$ cat src/rtl/pipe_perf_monitor.sv
// Pipeline performance monitor: saturating cycle/stall/flush/retire counters
// gated by an IDLE/RUN/DONE run controller, with a registered readout mux.
module pipe_perf_monitor #(
  parameter int CNT_W   = 32,
  parameter int LIMIT_W = 16
) (
  input  logic               clk_i,
  input  logic               rst_i,
  input  logic               start_i,
  input  logic               clr_i,
  input  logic               bubble_i,
  input  logic               jump_i,
  input  logic               branch_i,
  input  logic               flush1_i,
  input  logic               flush2_i,
  input  logic               retire_i,
  input  logic [LIMIT_W-1:0] limit_i,
  input  logic [1:0]         sel_i,
  output logic [CNT_W-1:0]   rdata_o,
  output logic               done_o,
  output logic [3:0]         sat_o,
  output logic [1:0]         state_o
);

  localparam int CMP_W = (CNT_W > LIMIT_W) ? CNT_W : LIMIT_W;
  localparam logic [CNT_W-1:0] CNT_MAX = '1;

  typedef enum logic [1:0] {
    IDLE = 2'd0,
    RUN  = 2'd1,
    DONE = 2'd2
  } state_t;

  state_t state;
  state_t state_nxt;

  // Counter slots follow the readout select: 0 cycle, 1 stall, 2 flush, 3 retired.
  logic [3:0][CNT_W-1:0] cnt;
  logic [3:0]            event_hit;
  logic [3:0]            inc;
  logic [3:0]            sat_hit;
  logic                  count_en;
  logic [CNT_W-1:0]      cycle_new;
  logic                  limit_hit;

  always_comb begin
    count_en  = start_i && (state != DONE);
    event_hit = {retire_i,
                 flush1_i | flush2_i,
                 bubble_i & ~jump_i & ~branch_i,
                 1'b1};
    inc       = '0;
    sat_hit   = '0;
    for (int k = 0; k < 4; k++) begin
      inc[k]     = count_en && event_hit[k] && (cnt[k] != CNT_MAX);
      sat_hit[k] = count_en && event_hit[k] && (cnt[k] == CNT_MAX);
    end
    // The limit is checked against the post-update cycle count, so a lowered
    // limit that is already exceeded ends the run on the next counted edge.
    cycle_new = cnt[0] + CNT_W'(inc[0]);
    limit_hit = (limit_i != '0) && (CMP_W'(cycle_new) >= CMP_W'(limit_i));
  end

  always_comb begin
    state_nxt = state;
    if (clr_i) begin
      state_nxt = IDLE;
    end else if (count_en) begin
      state_nxt = limit_hit ? DONE : RUN;
    end
  end

  always_ff @(posedge clk_i or negedge rst_i) begin
    if (!rst_i) begin
      state   <= IDLE;
      cnt     <= '0;
      sat_o   <= '0;
      rdata_o <= '0;
    end else begin
      state   <= state_nxt;
      rdata_o <= cnt[sel_i];
      if (clr_i) begin
        cnt   <= '0;
        sat_o <= '0;
      end else begin
        for (int k = 0; k < 4; k++) begin
          if (inc[k]) begin
            cnt[k] <= cnt[k] + 1'b1;
          end
        end
        sat_o <= sat_o | sat_hit;
      end
    end
  end

  assign done_o  = (state == DONE);
  assign state_o = state;

endmodule

$ cat config.mk
export PLATFORM = sky130hd
export DESIGN_NAME = pipe_perf_monitor
export DESIGN_NICKNAME = d
export VERILOG_FILES = /design/src/rtl/pipe_perf_monitor.sv
export SDC_FILE = /design/constraint.sdc
export NUM_CORES = 1
export LEC_CHECK = 0
export ABC_AREA = 1
export BUFFER_PORTS_ARGS = -buffer_cell sky130_fd_sc_hd__buf_2
export CORE_ASPECT_RATIO = 0.8
export CORE_UTILIZATION = 25
export DETAILED_ROUTE_END_ITERATION = 10
export GPL_ROUTABILITY_DRIVEN = 0
export PLACE_DENSITY = 0.46
export SLEW_MARGIN = 20
export SYNTH_ARGS = -nofsm -noshare
export SYNTH_HDL_FRONTEND = slang
export SYNTH_SLANG_ARGS = --single-unit
$ cat constraint.sdc
create_clock -name clk_i -period 8.9 [get_ports clk_i]
set_input_delay 1.78 -clock clk_i [delete_from_list [all_inputs] [get_ports clk_i]]
set_output_delay 1.78 -clock clk_i [all_outputs]
set_load 0.01 [all_outputs]
# ---- Word level (Yosys, flattened, before mapping)
# Index checks and enable logic that the tools add are counted.
dict set report op_classes {
  n_mux 11
  n_eq_ne 10
  reduce_logical 19
  bitwise_logic 6
  add_sub_neg 5
  magnitude_cmp 2
}
# op count
set op_table {}
lappend op_table {{$mux 32} 5}
lappend op_table {{$add 32x1->32 const B} 4}
lappend op_table {{$eq 32x32->1 const B} 4}
lappend op_table {{$mux 128} 1}
lappend op_table {{$ne 32x32->1 const B} 4}
lappend op_table {{$bmux 32 s2} 1}
lappend op_table {{$add 32x1->32} 1}
lappend op_table {{$ge 32x16->1} 1}
lappend op_table {{$reduce_bool 16->1} 1}
lappend op_table {{$logic_and 1x1->1} 13}
lappend op_table {{$reduce_bool 2->1} 5}
lappend op_table {{$mux 2} 3}
lappend op_table {{$mux 4} 1}
lappend op_table {{$or 4x4->4} 1}
lappend op_table {{$lt 2x3->1 const B} 1}
lappend op_table {{$and 1x1->1} 2}
lappend op_table {{$eq 2x2->1 const B} 1}
lappend op_table {{$ne 2x2->1 const B} 1}
lappend op_table {{$not 1->1} 2}
lappend op_table {{$or 1x1->1} 1}
dict set report word_totals {
  inputBits 28
  regBits 166
  wordCells 60
  output_inout_bits 39
}

# ---- Depth between registers and ports, before layout
# Gate-level depths: netlist of run 1.
dict set report depth {
  ltp_word 9
  depth_mapped 29
  ltp_nobuf 29
}

# ---- Least setup slack after synthesis of run 1
# No wires, ideal clock.
dict set report synth_timing {
  kind {input to register}
  start {input start_i}
  end {register state[1], in the netlist state_o[1]}
  t_arrival_ns 4.105
  path_slack_ns 4.677
  n_path_buf 0
  setup_time_ns 0.118
  t_required_ns 8.782
  stages 24
  cell_sequence {o21ai_1 -> inv_2 -> nand2_4 -> inv_4 -> ha_1 -> nand3_1 -> inv_1 -> nand2_2 -> nor2_2 -> xor2_1 -> ha_1 -> nand2_1 -> inv_1 -> nor2_1 -> o21a_1 -> nand2_1 -> nor2_1 -> nand2_1 -> nor2_1 -> nand2_1 -> nor2_1 -> nand2_1 -> nand3_1 -> nand2_1}
}
dict set report synth_between {
  elab_chain_cells 8
  elab_cells_between_ends 9
  cone_classes {add/sub (1); order compare (1); mux (3); reduce/logical (4)}
}
# item line
set synth_rtl {}
lappend synth_rtl {{start: declaration} 9} ;# input logic start_i,
lappend synth_rtl {{$logic_and 1x1->1 (*)} 47} ;# count_en = start_i && (state != DONE);
lappend synth_rtl {{$logic_and 1x1->1} 55} ;# inc[k] = count_en && event_hit[k] && (cnt[k] != CNT_MAX);
lappend synth_rtl {{$add 32x1->32} 60} ;# cycle_new = cnt[0] + CNT_W'(inc[0]);
lappend synth_rtl {{$ge 32x16->1} 61} ;# limit_hit = (limit_i != '0) && (CMP_W'(cycle_new) >= CMP_W'(limit_i));
lappend synth_rtl {{$logic_and 1x1->1} 61}
lappend synth_rtl {{$mux 2} 69} ;# state_nxt = limit_hit ? DONE : RUN;
lappend synth_rtl {{$mux 2} 68} ;# end else if (count_en) begin
lappend synth_rtl {{$mux 2} 66} ;# if (clr_i) begin
lappend synth_rtl {{end signal: assignment} 80} ;# state <= state_nxt;
lappend synth_rtl {{end: declaration} 34} ;# state_t state;
# Mark *: on every way between the ends. The rest lies on a longest branch, timed or not. The select of a mux whose other input is x is not followed.
# A chain may end at the register's enable or synchronous reset.

# ---- Final worst setup path of run 1
# Same ends and word-level chain as after synthesis.

==> impl_metrics.json, run 1 <==
{
  "status": "completed",
  "dp_hpwl_um": 28400,
  "hold_buffers": 0,
  "max-slew-margin-rel": 0.336,
  "clock-sinks": 166,
  "finalMaxSlewViolations": 0,
  "finalNetCount": 1553,
  "synth_warnings": 0,
  "antennaDiodeCount": 0,
  "clk_latency_ps": 460,
  "skew_ps": 16.4,
  "cts-root-buf": "clkbuf_16",
  "cpPeakStageDelay_ps": 510,
  "setup_viol": 0,
  "synthCells": 1454,
  "crit_required_ps": 9260,
  "async_flop_share": 1.00,
  "cts_tree": "built",
  "path_class": "input pin to register",
  "antenna_found_initial": 1,
  "grt_pass1_wl_um": 57300,
  "fillCellCount": 4453,
  "drt-initial-drc-count": 966,
  "yosysUniqueCellTypes": 45,
  "start_util": 0.254,
  "htreeDepth": 4,
  "vias": 9980,
  "synthTopCellsByArea": "dfrtp_1, nand2_1, a21oi_1",
  "dr.pass1.iters": 5,
  "period_needed_ps": 4660,
  "drc": 0,
  "p_leak_nw": 4.94,
  "ys_top_cells_by_count": "nand2_1, a21oi_1, dfrtp_1, inv_1, nor2_1",
  "regToRegStartpoint": "state_o[0]",
  "core_area_um2": 40700,
  "via_per_inst": 4.84,
  "synth-seq-area-share": 0.401,
  "synth_fp_nets": 1504,
  "synth_edf_count": 0,
  "clock_path_buffers": 2,
  "wl_per_cell_um": 18.0,
  "arrival_ps": 5020,
  "grt_max_degree": 100,
  "fp.dieArea_um2": 42300,
  "finalPower_mw": 1.64,
  "ant_nets": 0,
  "postSynthAreaPerCell_um2": 7.12,
  "cpMostUsedCell": "nand2_1",
  "port_buffers": 66,
  "fin_tns_setup_ps": 0,
  "ir_worst_vdd_mv": 0.148,
  "crit_path_end_kind": "register",
  "start_kind": "input pin",
  "clk_pin_slew_worst_paths_ps": 80,
  "cts_buffers": 17,
  "post_cts_buffers": 0,
  "ys_ff_latch": 166,
  "hp-start": "sat_o[3]",
  "grt_pass1_vias": 9430,
  "dieWidth_um": 230,
  "grt_usage": 0.180,
  "crit_fanout": 7,
  "cts_resized": 0,
  "pin_count": 67,
  "worstMarginPinSlew_ps": 990,
  "maxCapViolCount": 0,
  "rows": 66,
  "startpoint": "start_i",
  "area_delta_synth_final_pct": 13.9,
  "hold_viol": 0,
  "synthMostInstantiatedCell": "nand2_1",
  "drive_gt1_frac": 0.111,
  "post-route-period-util": 0.524,
  "synth_top_flop_cell": "dfrtp_1",
  "totalWireLength_um": 37200,
  "syn-cell-area_um2": 10400,
  "yosysTopAreaCell": "dfrtp_1",
  "slowest_stage": "o21ai_1",
  "grt.overflow.total": 0,
  "rsz0062_at_grt": "no",
  "max_freq_mhz": 215,
  "die_y_um": 184,
  "hp-class": "register to register",
  "yosys.area.top_type_share": 0.401,
  "power_density_nw_per_um2": 139
}
power by group:
group	switching [mW]	internal (mW)	total (mW)
combinational	0.0954	0.0323	0.128
sequential	0.00744	0.765	0.772
clock	0.366	0.369	0.735
critical path: cells and delay by family:
kind	cells	cell delay, ps
simple gates	15	1340
compound gates	2	630
xor+xnor	1	150
fa+ha+maj	2	550
buf+inv	5	540
routing by layer:
metal / routed length (um) / GRT usage
met5: 0 / 0
met4: 507 / 0.0381
met3: 2750 / 0.0405
met2: 15000 / 0.246
met1: 18900 / 0.279
logic make-up (layout without fill, tap and decap cells):
kind of cell | count (synthesis) | after routing | synth area share
compound gates | 340 | 340 | 0.171
xor+xnor | 19 | 19 | 0.0161
fa+ha+maj | 22 | 22 | 0.0266
flops | 166 | 166 | 0.401
simple gates | 694 | 694 | 0.306
buf+inv | 213 | 275 | 0.0794
area by class of cell:
cell class | count | area (um2) | area share
well taps | 544 | 681 | 0.0577
clock buffers | 17 | 425 | 0.0361
repair buffers | 71 | 374 | 0.0317
multi-input cells | 1075 | 5380 | 0.456
clock inverters | 15 | 131 | 0.0111
flip-flops and latches | 166 | 4150 | 0.352
inverters | 172 | 648 | 0.0549
per-stage QoR:
step | util | std cells | setup slack (ps) | area (um2) | hold slack (ps)
after global routing | 0.290 | 2060 | 3840 | 11800 | 517
after CTS | 0.290 | 2060 | 4270 | 11800 | 496
after global placement | 0.276 | 2028 | 3860 | 11200 | 480
after floorplan | - | 1454 | 4680 | 10400 | 455
after detailed placement | 0.276 | 2028 | 3780 | 11200 | 479
final | 0.290 | 2060 | 4240 | 11800 | 487
sequential cells by signal, summed over array words and instances, names as in the netlist:
name and flops:
sat_o 4, cnt 128, state_o 2, rdata_o 32
placed cells by master, fill, tap and decap left out, drive strengths merged:
cell type and n:
nand2 308, nor2 196, inv 183, a21oi 168
dfrtp 166, o21ai 139, buf 71, nor3 70
nand3 67, nand4 30, ha 22, xor2 17
clkbuf 17, nor4 14, o21a 9, o22ai 8
nor3b 7, a31oi 5, o31ai 4, a2bb2oi 3
xnor2 2, clkinv 2, clkinvlp 2, a21boi 2
a211oi 1, o21bai 1, and3 1, nand3b 1
final timing paths:
path	slack [ps]	endpoint	cells past startpoint
worst max-delay path	4240	state_o[1]	25
worst min-delay path	490	sat_o[3]	1
worst max register to register	4950	state_o[1]	24
worst min register to register	490	sat_o[3]	1
max in group asynchronous	5950	cnt[102]	2
min in group asynchronous	1440	cnt[89]	1
Power figures use the tool's default switching activity.
==> inputs of run 2 (changes only) <==
Clock period 8.9 ns to 4.6 ns, I/O delays scaled along.
==> run 2 against run 1 <==
  * Hold slack got worse by 0.63 ps
  * Setup slack got worse by 3400 ps
  * Sequential power increased by 93%
  * Count of clock-buffer cells in the layout increased by 2
  * Clock skew decreased by 0.89 ps
  * Via count decreased by 0.33%
  * Flip-flop and latch count unchanged
==> impl_metrics.json, run 2 (synthesized netlist as in run 1, its figures left out) <==
{
  "dieWidth_um": 230,
  "status": "completed",
  "regToRegStartpoint": "cnt[0]",
  "wl_per_cell_um": 17.9,
  "via_per_inst": 4.80,
  "grt_usage": 0.181,
  "clk_pin_slew_worst_paths_ps": 70,
  "largest_reg_flops": 128,
  "netSwitchingFraction": 0.274,
  "clk_latency_ps": 460,
  "port_buffers": 66,
  "arrival_ps": 4130,
  "finalPower_mw": 3.19,
  "cts_resized": 0,
  "reg2reg_depth": 24,
  "crit_fanout": 7,
  "power_frac_comb": 0.081,
  "power_density_nw_per_um2": 268,
  "start_kind": "register",
  "skew_ps": 15.5,
  "vias": 9947,
  "crit_path_end_kind": "register",
  "hold_slack_ps": 486,
  "rsz0062_at_grt": "no",
  "hp-start": "sat_o[0]",
  "max-slew-margin-rel": 0.281,
  "start_util": 0.254,
  "hold_buffers": 0,
  "fillCellCount": 4454,
  "fin_tns_setup_ps": 0,
  "power.internal_mw": 2.31,
  "grt_pass1_vias": 9386,
  "finalMaxSlewViolations": 0,
  "hp-class": "register to register",
  "clock-sinks": 166,
  "finalNetCount": 1563,
  "worstMarginPinSlew_ps": 1080,
  "cts_tree": "built",
  "htreeDepth": 4,
  "cts-root-buf": "clkbuf_16",
  "drt-initial-drc-count": 1065,
  "drc": 0,
  "dr.pass1.iters": 6,
  "clock_path_buffers": 2,
  "ant_nets": 0,
  "die_y_um": 184,
  "post-route-period-util": 0.823,
  "path_class": "register to register",
  "pin_count": 67,
  "total_switching_power_mw": 0.875,
  "hold_viol": 0,
  "cts_buffers": 17,
  "startpoint": "cnt[0]",
  "grt_max_degree": 95,
  "p_leak_nw": 4.99,
  "grt_pass1_wl_um": 57300,
  "whs_path_depth": 1,
  "drive_gt1_frac": 0.116,
  "dp_hpwl_um": 28600,
  "postLayoutCoreUtil": 0.293,
  "power_frac_seq": 0.469,
  "crit_required_ps": 4950,
  "area_delta_synth_final_pct": 15.1,
  "ir_worst_vdd_mv": 0.247,
  "grt.overflow.total": 0,
  "antenna_found_initial": 1,
  "post_cts_buffers": 0,
  "fp.dieArea_um2": 42300,
  "final_common_cell": "nand2_1",
  "core_area_um2": 40700,
  "layout_common_cells": "nand2_1, a21oi_1, nor2_1, dfrtp_1, inv_1",
  "max_freq_mhz": 264,
  "totalWireLength_um": 37100,
  "rows": 66,
  "largest_register": "cnt",
  "period_needed_ps": 3790,
  "maxCapViolCount": 0,
  "clockPowerShare": 0.450,
  "setup_viol": 0,
  "largestRegisters": "cnt: 128 flops, rdata_o: 32 flops, sat_o: 4 flops"
}
run 2: cell types whose count changed in the layout (fill, tap and decap cells not counted), sizes merged:
cell      change
buf          +10
bufinv        +1
clkbuf        +2
clkinvlp      +3
diode         +2
inv           -7
run 2: metal layers:
| layer | routed length (um) | global-route usage |
|---|---|---|
| met2 | 15300 | 0.257 |
| met5 | 0 | 0 |
| met4 | 502 | 0.0459 |
| met1 | 19300 | 0.276 |
| met3 | 2050 | 0.0343 |
run 2: final timing paths:
check | endpoint | slack (ps)
worst min-delay path | sat_o[0] | 490
max in group asynchronous | cnt[26] | 3070
min in group asynchronous | rdata_o[30] | 590
worst max register to register | state_o[1] | 810
worst min register to register | sat_o[0] | 490
worst max-delay path | state_o[1] | 810
run 2: cell type report:
type                    instances  area, um2  share of cell area
multi-input cells            1075       5380               0.452
flip-flops and latches        166       4150               0.348
well taps                     544        681              0.0571
inverters                     172        648              0.0544
repair buffers                 81        487              0.0408
clock buffers                  19        443              0.0372
clock inverters                12        120              0.0101
diodes                          2       5.00            0.000420
run 2: power groups by stage:
stage	registers (mW)	logic, mW	clock network [mW]
after floorplan	1.53	0.116	0
after global placement	1.52	0.264	0
after detailed placement	1.52	0.264	0
after CTS	1.49	0.264	1.47
after global routing	1.50	0.289	1.53
final	1.49	0.258	1.44
run 2: through the flow:
stage	worst slack, ps	cells	instance area [um2]
finish	814	2071	11900
global route	468	2070	11900
CTS	814	2069	11900
detailed placement	668	2038	11400
global placement	752	2038	11400
floorplan	1240	1454	10400
run 2: critical path: stages (launching register included):
cell,delay [ps]
dfrtp_1,460
ha_1,250
inv_1,130
nor2_1,90
nand2_2,100
nor2_4,50
nand2_2,90
nand2_4,110
inv_4,120
ha_1,220
ha_1,270
inv_1,70
nor2_2,170
nand2_2,160
nor2_2,180
xor2_1,160
ha_1,250
inv_1,70
nor3_1,50
a211oi_1,180
a21oi_1,110
nor2_1,150
nand2_1,90
nand3_1,70
nand2_1,50
==> inputs of run 3 (changes only) <==
Settings changed: PLACE_DENSITY 0.46 to 0.47.
Clock period 4.6 ns to 3.04 ns, I/O delays scaled along.
==> run 3 against run 2 <==
  * Design area up 5.6%
  * Combinational power up 60%
  * Setup slack worse by 780 ps
  * Largest cell class unchanged
  * Non-clock buffer count rose by 73
  * Fmax up 26%
  * Final cell count rose by 3.4%
  * Wire length is 1.5% higher
  * Via count rose by 3.2%
  * Register-to-register slack lost 780 ps
  * Highest routed layer unchanged
  * Critical path type unchanged
  * Count of clock-buffer cells in the layout is 2 lower
  * Total power increased by 48%
==> impl_metrics.json, run 3 (synthesized netlist as in run 1, its figures left out) <==
{
  "status": "completed",
  "crit_required_ps": 3390,
  "dr.max_layer_used": "met4",
  "rsz0062_at_grt": "yes",
  "finalNetCount": 1636,
  "fp.dieArea_um2": 42300,
  "fin_tns_setup_ps": 0,
  "ant_nets": 0,
  "grt_pass1_vias": 9742,
  "grt.overflow.total": 0,
  "cts_buffers": 17,
  "clk_latency_ps": 460,
  "regToRegEndpoint": "state_o[1]",
  "rows": 66,
  "final_common_cell": "nand2_1",
  "final_cell_area_um2": 12600,
  "largestRegisters": "cnt: 128 flops, rdata_o: 32 flops, sat_o: 4 flops",
  "grt_max_degree": 82,
  "dieWidth_um": 230,
  "grt_pass1_wl_um": 58200,
  "port_buffers": 66,
  "antenna_found_initial": 1,
  "drt-initial-drc-count": 1070,
  "largest_register": "cnt",
  "setup_ws_ps": 31.8,
  "drive_gt1_frac": 0.172,
  "finalMaxSlewViolations": 0,
  "hold_slack_ps": 109,
  "period_needed_ps": 3010,
  "htreeDepth": 4,
  "vias": 10261,
  "start_util": 0.254,
  "rrSetupSlack_ps": 30,
  "met3_length_um": 2430,
  "skew_ps": 16.3,
  "power_density_nw_per_um2": 375,
  "hold_viol": 0,
  "m1WireLength_um": 19000,
  "fillCellCount": 4422,
  "dp_hpwl_um": 29800,
  "dp_cells": 2107,
  "path_class": "register to register",
  "max-slew-margin-rel": 0.573,
  "dr.pass1.iters": 6,
  "via_per_inst": 4.79,
  "regToRegStartpoint": "cnt[1]",
  "arrival_ps": 3360,
  "pin_count": 67,
  "finalPower_mw": 4.72,
  "clock-sinks": 166,
  "largest_reg_flops": 128,
  "die_y_um": 184,
  "p_leak_nw": 5.38,
  "cts-root-buf": "clkbuf_16",
  "hp-class": "input pin to asynchronous set/reset pin",
  "worstMarginPinSlew_ps": 634,
  "place_ws_ps": -84.2,
  "crit_fanout": 3,
  "dpl_cell_area_um2": 11900,
  "hold_buffers": 0,
  "postLayoutCoreUtil": 0.309,
  "setup_viol": 0,
  "area_delta_synth_final_pct": 21.6,
  "clock_path_buffers": 2,
  "grt_usage": 0.183,
  "ir_worst_vdd_mv": 0.363,
  "core_area_um2": 40700,
  "clk_pin_slew_worst_paths_ps": 70,
  "final_cells": 2142,
  "totalWireLength_um": 37700,
  "drc": 0,
  "reg2reg_depth": 23,
  "cts_tree": "built",
  "post-route-period-util": 0.990,
  "max_freq_mhz": 332,
  "crit_path_end_kind": "register",
  "met2WireLength_um": 15300,
  "layout_common_cells": "nand2_1, a21oi_1, dfrtp_1",
  "maxCapViolCount": 0,
  "start_kind": "register",
  "wl_per_cell_um": 17.6
}
-- run 3: area by class of cell --
cell class | count | area [um2] | area share
antenna | 1 | 2.50 | 0.000199
inverter | 172 | 653 | 0.0519
clock buffer | 17 | 425 | 0.0338
sequential | 166 | 4160 | 0.330
multi-input combinational | 1075 | 5520 | 0.439
clock inverter | 13 | 104 | 0.00825
tap | 544 | 681 | 0.0541
timing repair buffer | 154 | 1050 | 0.0832
-- run 3: worst max path at each step --
stage,from,endpoint,slack [ps]
final,cnt[1],state_o[1],30
after global routing,cnt[1],state_o[1],-190
after CTS,cnt[1],state_o[1],-3
after detailed placement,cnt[1],state_o[1],-80
after global placement,cnt[1],state_o[1],60
after floorplan,cnt[1],state_o[1],4
-- run 3: routing by layer --
metal  global-route usage  vias to the layer above
met2                0.256                      310
li1                     -                     5110
met4               0.0608                        0
met5                    0                        -
met1                0.278                     4794
met3               0.0335                       47
-- run 3: power by group --
part / switching [mW] / internal, mW / total, mW / leakage, nW
Clock: 1.00 / 1.04 / 2.05 / 0.244
Sequential: 0.0179 / 2.24 / 2.26 / 2.28
Combinational: 0.290 / 0.123 / 0.413 / 2.86
-- run 3: timing repair --
action                     in CTS  in global routing
setup endpoints to repair       2                  2
setup buffers                   0                  4
cloned                          0                  0
resized for setup               4                 16
pin swaps                       0                  5
-- run 3: worst max-delay path, stage by stage, from the launching register on --
cell,delay [ps]
dfrtp_2,430
ha_4,180
inv_4,60
nor2_4,30
nand2_2,90
nor2_4,40
nand2_2,90
nand2_4,70
inv_4,60
ha_4,160
nand3_4,100
buf_4,160
nor2_4,120
nand2_2,90
xor2_2,160
ha_1,300
a21oi_2,160
nor3_2,60
a211oi_2,190
a21oi_2,90
nor2_1,80
nand2_1,80
nand3_1,70
nand2_1,50
